[src/rtl/sprite_compositor.sv]
// Two-stage sprite/background compositor feeding the palette lookup; sprite state latched per frame.
// Optional horizontal flip is compiled in with SPRITE_MIRROR_EN.
module sprite_compositor #(
  parameter int SPR_W       = 32,
  parameter int SPR_H       = 32,
  parameter int NUM_FRAMES  = 4,
  parameter int FRAME_HOLD  = 8,
  parameter int TRANSPARENT = 12,
  parameter int ROM_AW      = 12
) (
  input  logic              Clk,
  input  logic              Reset_n,
  input  logic              frame_start,
  input  logic [9:0]        DrawX,
  input  logic [9:0]        DrawY,
  input  logic              blank_n,
  input  logic [15:0]       bg_color,
  input  logic [9:0]        sprite_x,
  input  logic [9:0]        sprite_y,
  input  logic              sprite_en,
  input  logic              anim_en,
  input  logic              mirror,
  output logic [ROM_AW-1:0] rom_addr,
  input  logic [7:0]        rom_data,
  output logic [15:0]       color,
  output logic [9:0]        DrawX_out,
  output logic [9:0]        DrawY_out,
  output logic              blank_n_out
);
  localparam int CW = $clog2(SPR_W);
  localparam int RW = $clog2(SPR_H);
  localparam int FW = (NUM_FRAMES > 1) ? $clog2(NUM_FRAMES) : 1;
  localparam int HW = (FRAME_HOLD > 1) ? $clog2(FRAME_HOLD) : 1;

  logic [9:0]        r_sx, r_sy;
  logic              r_spr_on;
  logic [FW-1:0]     r_fi;
  logic [HW-1:0]     r_hc;
  logic [ROM_AW-1:0] r_rom_addr;
  logic              r_hit1, r_blank1, r_blank2;
  logic [15:0]       r_bg1, r_color;
  logic [9:0]        r_x1, r_y1, r_x2, r_y2;

  logic [10:0]       w_dx, w_dy;
  logic              w_hit0;
  logic [CW-1:0]     w_col;
  logic [15:0]       w_color;

  // Sprite placement only changes at frame_start so a frame never shows two positions.
  always_ff @(posedge Clk or negedge Reset_n) begin
    if (!Reset_n) begin
      r_sx     <= '0;
      r_sy     <= '0;
      r_spr_on <= 1'b0;
    end else if (frame_start) begin
      r_sx     <= sprite_x;
      r_sy     <= sprite_y;
      r_spr_on <= sprite_en;
    end
  end

  always_ff @(posedge Clk or negedge Reset_n) begin
    if (!Reset_n) begin
      r_hc <= '0;
      r_fi <= '0;
    end else if (frame_start && anim_en) begin
      if (r_hc == HW'(FRAME_HOLD - 1)) begin
        r_hc <= '0;
        r_fi <= (r_fi == FW'(NUM_FRAMES - 1)) ? '0 : r_fi + 1'b1;
      end else begin
        r_hc <= r_hc + 1'b1;
      end
    end
  end

`ifdef SPRITE_MIRROR_EN
  logic r_mir;
  always_ff @(posedge Clk or negedge Reset_n) begin
    if (!Reset_n)         r_mir <= 1'b0;
    else if (frame_start) r_mir <= mirror;
  end
  assign w_col = r_mir ? (CW'(SPR_W - 1) - w_dx[CW-1:0]) : w_dx[CW-1:0];
`else
  logic w_unused_mirror;
  assign w_unused_mirror = mirror;
  assign w_col = w_dx[CW-1:0];
`endif

  // 11-bit unsigned difference: pixels left of/above the sprite become huge and miss.
  assign w_dx   = {1'b0, DrawX} - {1'b0, r_sx};
  assign w_dy   = {1'b0, DrawY} - {1'b0, r_sy};
  assign w_hit0 = r_spr_on & blank_n & (w_dx < 11'(SPR_W)) & (w_dy < 11'(SPR_H));

  always_ff @(posedge Clk or negedge Reset_n) begin
    if (!Reset_n) begin
      r_rom_addr <= '0;
      r_hit1     <= 1'b0;
      r_bg1      <= '0;
      r_x1       <= '0;
      r_y1       <= '0;
      r_blank1   <= 1'b0;
    end else begin
      r_rom_addr <= ROM_AW'({r_fi, w_dy[RW-1:0], w_col});
      r_hit1     <= w_hit0;
      r_bg1      <= bg_color;
      r_x1       <= DrawX;
      r_y1       <= DrawY;
      r_blank1   <= blank_n;
    end
  end

  always_comb begin
    w_color = r_bg1;
    if (r_hit1 && (rom_data != 8'(TRANSPARENT))) w_color = {8'h00, rom_data};
    else if (!r_blank1)                          w_color = '0;
  end

  always_ff @(posedge Clk or negedge Reset_n) begin
    if (!Reset_n) begin
      r_color  <= '0;
      r_x2     <= '0;
      r_y2     <= '0;
      r_blank2 <= 1'b0;
    end else begin
      r_color  <= w_color;
      r_x2     <= r_x1;
      r_y2     <= r_y1;
      r_blank2 <= r_blank1;
    end
  end

  assign rom_addr    = r_rom_addr;
  assign color       = r_color;
  assign DrawX_out   = r_x2;
  assign DrawY_out   = r_y2;
  assign blank_n_out = r_blank2;
endmodule

[config.mk]
export PLATFORM = sky130hd
export DESIGN_NAME = sprite_compositor
export DESIGN_NICKNAME = d
export VERILOG_FILES = /design/src/rtl/sprite_compositor.sv
export SDC_FILE = /design/constraint.sdc
export NUM_CORES = 1
export LEC_CHECK = 0
export ABC_AREA = 1
export CAP_MARGIN = 20
export CORE_MARGIN = 1.5
export CORE_UTILIZATION = 52
export CTS_CLUSTER_SIZE = 25
export DETAILED_ROUTE_END_ITERATION = 10
export MAX_ROUTING_LAYER = met4
export PLACE_DENSITY_LB_ADDON = 0.12
export SYNTH_ARGS = -nofsm -noshare
export SYNTH_HDL_FRONTEND = slang
export SYNTH_SLANG_ARGS = --single-unit
[constraint.sdc]
create_clock -name Clk -period 4.2 [get_ports Clk]
set_input_delay 0.84 -clock Clk [delete_from_list [all_inputs] [get_ports Clk]]
set_output_delay 0.84 -clock Clk [all_outputs]
set_load 0.02 [all_outputs]
==> results of run 1 <==
-- registers in the layout (all words and copies together), names as in the netlist --
register     count
r_fi             2
r_sy            10
blank_n_out      1
r_hc             3
r_spr_on         1
color           16
DrawX_out       10
r_x1            10
r_sx            10
DrawY_out       10
r_hit1           1
r_blank1         1
r_y1            10
r_bg1           16
rom_addr        12
-- kinds of logic (layout without fill, tap and decap cells) --
logic type,after synthesis,count (layout),share of synthesized area
adder cells (fa/ha/maj),25,25,0.07166
AND/OR/NAND/NOR,192,192,0.1756
buffers and inverters,80,226,0.06756
flip-flops,113,113,0.6182
AO/OA/AOI/OAI,39,39,0.04568
XOR/XNOR,6,6,0.01149
multiplexers,4,4,0.009846
-- cells in the final DEF, fill, tap and decap left out, types with 3 or more instances in the layout --
cell | Yosys | routed
buf_4 | 0 | 4
inv_6 | 0 | 3
clkdlybuf4s50_1 | 0 | 117
bufinv_16 | 0 | 4
dfrtp_1 | 113 | 113
inv_1 | 74 | 74
clkbuf_16 | 0 | 16
a21oi_1 | 11 | 11
nor2_1 | 32 | 32
mux2_2 | 4 | 4
o21ai_0 | 21 | 21
nand3_1 | 36 | 36
xor2_1 | 4 | 4
clkinv_4 | 0 | 3
nand4_1 | 5 | 5
ha_1 | 23 | 23
clkinvlp_4 | 0 | 3
nand2_1 | 114 | 114
-- per-stage QoR --
stage / util / hold slack [ns]
2_1_floorplan: - / 0.3312
3_3_place_gp: 0.6808 / 0.3321
3_5_place_dp: 0.6808 / 0.3347
4_1_cts: 0.7527 / 0.3460
5_1_grt: 0.7527 / 0.3529
6_report: 0.7527 / 0.3457
-- power by group --
group	internal (mW)	switching, mW	leakage, nW	total (mW)
Clock	0.971	0.529	0.293	1.50
Combinational	0.259	0.303	1.57	0.562
Sequential	1.20	0.0419	1.35	1.24
Total	2.43	0.874	3.22	3.30
-- worst max-delay path by stage --
stage	end	from	slack, ns	cells after the start
floorplan	r_hit1	DrawX[0]	2.01	10
global placement	r_hit1	DrawX[0]	1.29	11
detailed placement	r_hit1	DrawX[0]	1.27	11
CTS	r_hit1	DrawX[0]	1.81	11
global route	r_hit1	DrawX[0]	1.66	11
finish	r_hit1	DrawX[0]	1.80	11
-- routing by layer --
| layer | GRT usage | wire length [um] | vias up |
|---|---|---|---|
| li1 | - | - | 1705 |
| met1 | 0.2967 | 4443 | 1627 |
| met2 | 0.3943 | 5088 | 123 |
| met3 | 0.06575 | 519 | 14 |
| met4 | 0.07135 | 139 | 0 |
| met5 | - | 0 | - |
-- cell type report --
| type | count | share of cell area |
|---|---|---|
| well taps | 108 | 0.02079 |
| multi-input cells | 266 | 0.2212 |
| repair buffers | 121 | 0.1848 |
| inverters | 74 | 0.04273 |
| clock buffers | 17 | 0.06372 |
| clock inverters | 14 | 0.03176 |
| flip-flops and latches | 113 | 0.4350 |
-- Yosys cell counts --
| library cell | instances |
|---|---|
| inv_1 | 74 |
| a21oi_1 | 11 |
| nand2_1 | 114 |
| o21ai_1 | 2 |
| or2_2 | 1 |
| nand4_1 | 5 |
| mux2_2 | 4 |
| o21bai_1 | 2 |
| o21a_1 | 2 |
| nand4_2 | 1 |
| nor2_1 | 32 |
| nor4_2 | 1 |
| o21ai_2 | 1 |
| buf_2 | 1 |
| fa_1 | 2 |
| nand3_1 | 36 |
| ha_1 | 23 |
| buf_6 | 1 |
| xnor2_1 | 2 |
| xor2_1 | 4 |
| nand2_2 | 2 |
| o21ai_0 | 21 |
| dfrtp_1 | 113 |
| clkbuf_1 | 4 |
==> impl_metrics.json, run 1 <==
{
  "clockBufferDepth": 2,
  "r2r_end": "r_hit1",
  "synth-warning-count": 0,
  "hold_buffers": 0,
  "slew_headroom": 0.5787,
  "dr.pass1.iters": 4,
  "fin_tns_setup_ns": 0,
  "critPathCaptureType": "flop",
  "cts_tree": "yes",
  "clk_pin_slew_worst_paths_ns": 0.06,
  "initial_core_util": 0.5297,
  "vias_per_cell": 4.865,
  "crit_chain": "clkdlybuf4s50_1, inv_1, ha_1, fa_1, o21ai_2, nand2_1, nand3_1, nand2_1, nor2_1, nand3_1, nor2_1",
  "fin_skew_ns": 0.007911,
  "crit_buf_inv": 2,
  "syn-num-nets": 555,
  "syn_inst": 459,
  "postCtsSetupBuffers": 0,
  "final-instance-count-excl-fill": 713,
  "pin_count": 120,
  "fmax_mhz": 415.9,
  "drt.antenna.violating_nets": 0,
  "synth_top_cell_by_area": "dfrtp_1",
  "fin_crit_ns": 2.405,
  "dpl.cell_count": 682,
  "ys_seq_elements": 113,
  "r2r_cells": 9,
  "vias": 3469,
  "netlist_top_cells_area": "dfrtp_1 62%, nand2_1 9.4%, ha_1 6.3%",
  "cp.required_ns": 4.63,
  "crit_fanout": 3,
  "fp-row-count": 34,
  "antenna_found_initial": 0,
  "grt_pass1_wl_mm": 16.97,
  "io_buffer_count": 118,
  "postLayoutSetupSlackWorst_ns": 1.795,
  "wire_per_inst_um": 14.29,
  "drv_cap": 0,
  "grt_usage": 0.2415,
  "fin_nets": 689,
  "diodes": 0,
  "yosysUniqueCellTypes": 24,
  "critPathMaxStageDelay_ns": 0.47,
  "fillCellCount": 603,
  "grt_pass1_vias": 3553,
  "placed_area_um2": 5879,
  "wl_mm": 10.19,
  "die_w_um": 96.79,
  "seq_area_um2": 2828,
  "design_area_um2": 6500,
  "p_total_mw": 3.299,
  "fin_crit_sh": 0.5725,
  "crit_slowest_cell": "clkdlybuf4s50_1",
  "layout-drive-gt1-share": 0.07438,
  "htreeDepth": 4,
  "drc_errors": 0,
  "rsz0062_at_grt": "false",
  "synth_area_um2": 4574,
  "insertion_delay_ns": 0.51,
  "area_delta_synth_final_pct": 42.10,
  "multi_input_area_um2": 1438,
  "grt-ovfl-total": 0,
  "min_path_type": "input pin to async pin",
  "pre_cts_ws_ns": 1.274,
  "crit_type": "input pin to flop",
  "status": "finished clean",
  "setup_violations": 0,
  "cts_buffers": 17,
  "powerDensity_nw_per_um2": 507.6,
  "yosysTopAreaCellShare": 0.6182,
  "vdd_drop_max_v": 0.0002951,
  "cts_resized": 0,
  "critPathArrivalTime_ns": 2.84,
  "cp-start-kind": "input pin",
  "grt_max_degree": 55,
  "rrSetupSlack_ns": 2.27,
  "hpwl_mm": 7.105,
  "coreArea_um2": 8636,
  "avgSynthCellArea_um2": 9.966,
  "dr.first_iter.drc_count": 104,
  "cts_root_buf": "clkbuf_8",
  "cp_top_family": "adder cells",
  "cts_sinks": 113,
  "p_leak_nw": 3.218,
  "r2r_start": "r_sx[0]",
  "drv_slew": 0,
  "synth_seq_area_share": 0.6182,
  "die-area_um2": 9368,
  "die_h_um": 96.79,
  "hold_viol": 0,
  "gp_congestion": 0.8683,
  "worstMarginPinSlew_ns": 0.6319
}
Note: power is estimated with default switching activity, not from simulation.
==> run 2: changes to the inputs <==
CORE_UTILIZATION = 48   (was 52)
clock period = 2.48 ns   (was 4.2 ns; I/O delays follow)
==> run 2 against run 1 <==
Against the previous run: die area grew 8.1%; routed wire length is 2.1% lower; non-clock buffer count grew 5; critical path depth fell by 10; sequential share of layout area shrank 0.37 points; largest cell class unchanged; cell area up 0.87%; final cell count is 3.8% higher; first-iteration DRC count is 7.7% lower; via count fell by 1.5%.
==> impl_metrics.json, run 2 (synthesis results as in run 1) <==
{
  "vdd_drop_max_v": 0.0004301,
  "die_w_um": 100.6,
  "grt_max_degree": 47,
  "design_area_um2": 6556,
  "crit_fanout": 1,
  "cts_buffers": 17,
  "crit_chain": "clkdlybuf4s50_1",
  "hold_viol": 0,
  "seq_area_um2": 2828,
  "initial_core_util": 0.4951,
  "fin_skew_ns": 0.01219,
  "cp-start-kind": "flop",
  "postLayoutSetupSlackWorst_ns": 0.4923,
  "dr.first_iter.drc_count": 96,
  "grt_pass1_wl_mm": 16.35,
  "dr.pass1.iters": 4,
  "grt-ovfl-total": 0,
  "fin_crit_sh": 0.8015,
  "rsz0062_at_grt": "false",
  "drv_cap": 0,
  "vias_per_cell": 4.618,
  "slew_headroom": 0.7105,
  "fin_tns_setup_ns": 0,
  "diodes": 0,
  "placed_area_um2": 5948,
  "worstMarginPinSlew_ns": 0.4343,
  "wire_per_inst_um": 13.48,
  "pre_cts_ws_ns": 0.008357,
  "cts_resized": 0,
  "pwr-share-comb": 0.175,
  "p_switching_mw": 1.464,
  "clk_pin_slew_worst_paths_ns": 0.06,
  "pin_count": 120,
  "crit_type": "flop to output port",
  "hpwl_mm": 7.260,
  "fmax_mhz": 503.1,
  "critPathCaptureType": "output port",
  "coreArea_um2": 9240,
  "cts_tree": "yes",
  "setup_violations": 0,
  "cts_sinks": 113,
  "io_buffer_count": 118,
  "critPathMaxStageDelay_ns": 0.63,
  "cp.required_ns": 1.98,
  "rrSetupSlack_ns": 0.65,
  "critPathArrivalTime_ns": 1.49,
  "htreeDepth": 4,
  "fin_crit_ns": 1.988,
  "fillCellCount": 697,
  "clockPowerShare": 0.443,
  "internal_power_mw": 4.019,
  "seqPwrFrac": 0.382,
  "gp_congestion": 0.8357,
  "p_leak_nw": 3.240,
  "whs_ns": 0.3420,
  "grt_pass1_vias": 3438,
  "cts_root_buf": "clkbuf_8",
  "status": "finished clean",
  "cp_top_family": "buffers and inverters",
  "powerDensity_nw_per_um2": 836.3,
  "multi_input_area_um2": 1438,
  "fin_nets": 694,
  "fp-row-count": 35,
  "crit_buf_inv": 1,
  "die-area_um2": 10120,
  "wl_mm": 9.972,
  "drt.antenna.violating_nets": 0,
  "layout_common_cells": "117 x clkdlybuf4s50_1, 114 x nand2_1, 113 x dfrtp_1, 74 x inv_1, 36 x nand3_1",
  "vias": 3417,
  "swShare": 0.2670,
  "grt_usage": 0.2201,
  "layout-drive-gt1-share": 0.08020,
  "drc_errors": 0,
  "crit_slowest_cell": "clkdlybuf4s50_1",
  "layout_commonest_cell": "clkdlybuf4s50_1",
  "drv_slew": 0,
  "postCtsSetupBuffers": 0,
  "insertion_delay_ns": 0.50,
  "antenna_found_initial": 0,
  "clockBufferDepth": 2,
  "die_h_um": 100.6,
  "area_delta_synth_final_pct": 43.33,
  "min_path_type": "flop to flop"
}
## run 2: metal layers
| layer | up-vias | routed length, um | global-route usage |
|---|---|---|---|
| met3 | 6 | 476 | 0.05617 |
| met1 | 1588 | 4400 | 0.2720 |
| met5 | - | 0 | - |
| met2 | 107 | 5016 | 0.3633 |
| li1 | 1716 | - | - |
| met4 | 0 | 78 | 0.05634 |
## run 2: path summary, 6_finish.rpt
path / to / cells after the start / startpoint
setup / recovery: DrawY_out[6] / 1 / DrawY_out[6]
hold / removal: DrawX_out[1] / 0 / r_x1[1]
setup reg to reg: r_hit1 / 9 / r_sx[0]
hold reg to reg: DrawX_out[1] / 0 / r_x1[1]
max in group asynchronous: DrawX_out[7] / 3 / Reset_n
min in group asynchronous: color[13] / 2 / Reset_n
## run 2: layout make-up
type / instances / share of cell area
clock inverters: 14 / 0.02748
multi-input cells: 266 / 0.2193
inverters: 74 / 0.04237
flip-flops and latches: 113 / 0.4313
repair buffers: 126 / 0.1912
clock buffers: 18 / 0.06374
well taps: 129 / 0.02462
## run 2: per-stage QoR
| stage | util | std cells | power (mW) |
|---|---|---|---|
| 2_1_floorplan | - | 459 | 2.631 |
| 3_3_place_gp | 0.6437 | 707 | 3.059 |
| 3_5_place_dp | 0.6437 | 707 | 3.090 |
| 4_1_cts | 0.7095 | 740 | 5.546 |
| 5_1_grt | 0.7095 | 740 | 5.745 |
| 6_report | 0.7095 | 740 | 5.483 |
## run 2: timing repair
item	in CTS	in global routing
hold buffers	1	0
endpoints found under the setup margin	0	0
hold endpoints to repair	31	0
## run 2: power by group through the flow
stage	logic [mW]	clock network [mW]	registers [mW]
global placement	0.941	0	2.12
finish	0.961	2.43	2.10
detailed placement	0.965	0	2.13
CTS	0.973	2.48	2.10
floorplan	0.407	0	2.22
global route	1.08	2.55	2.11
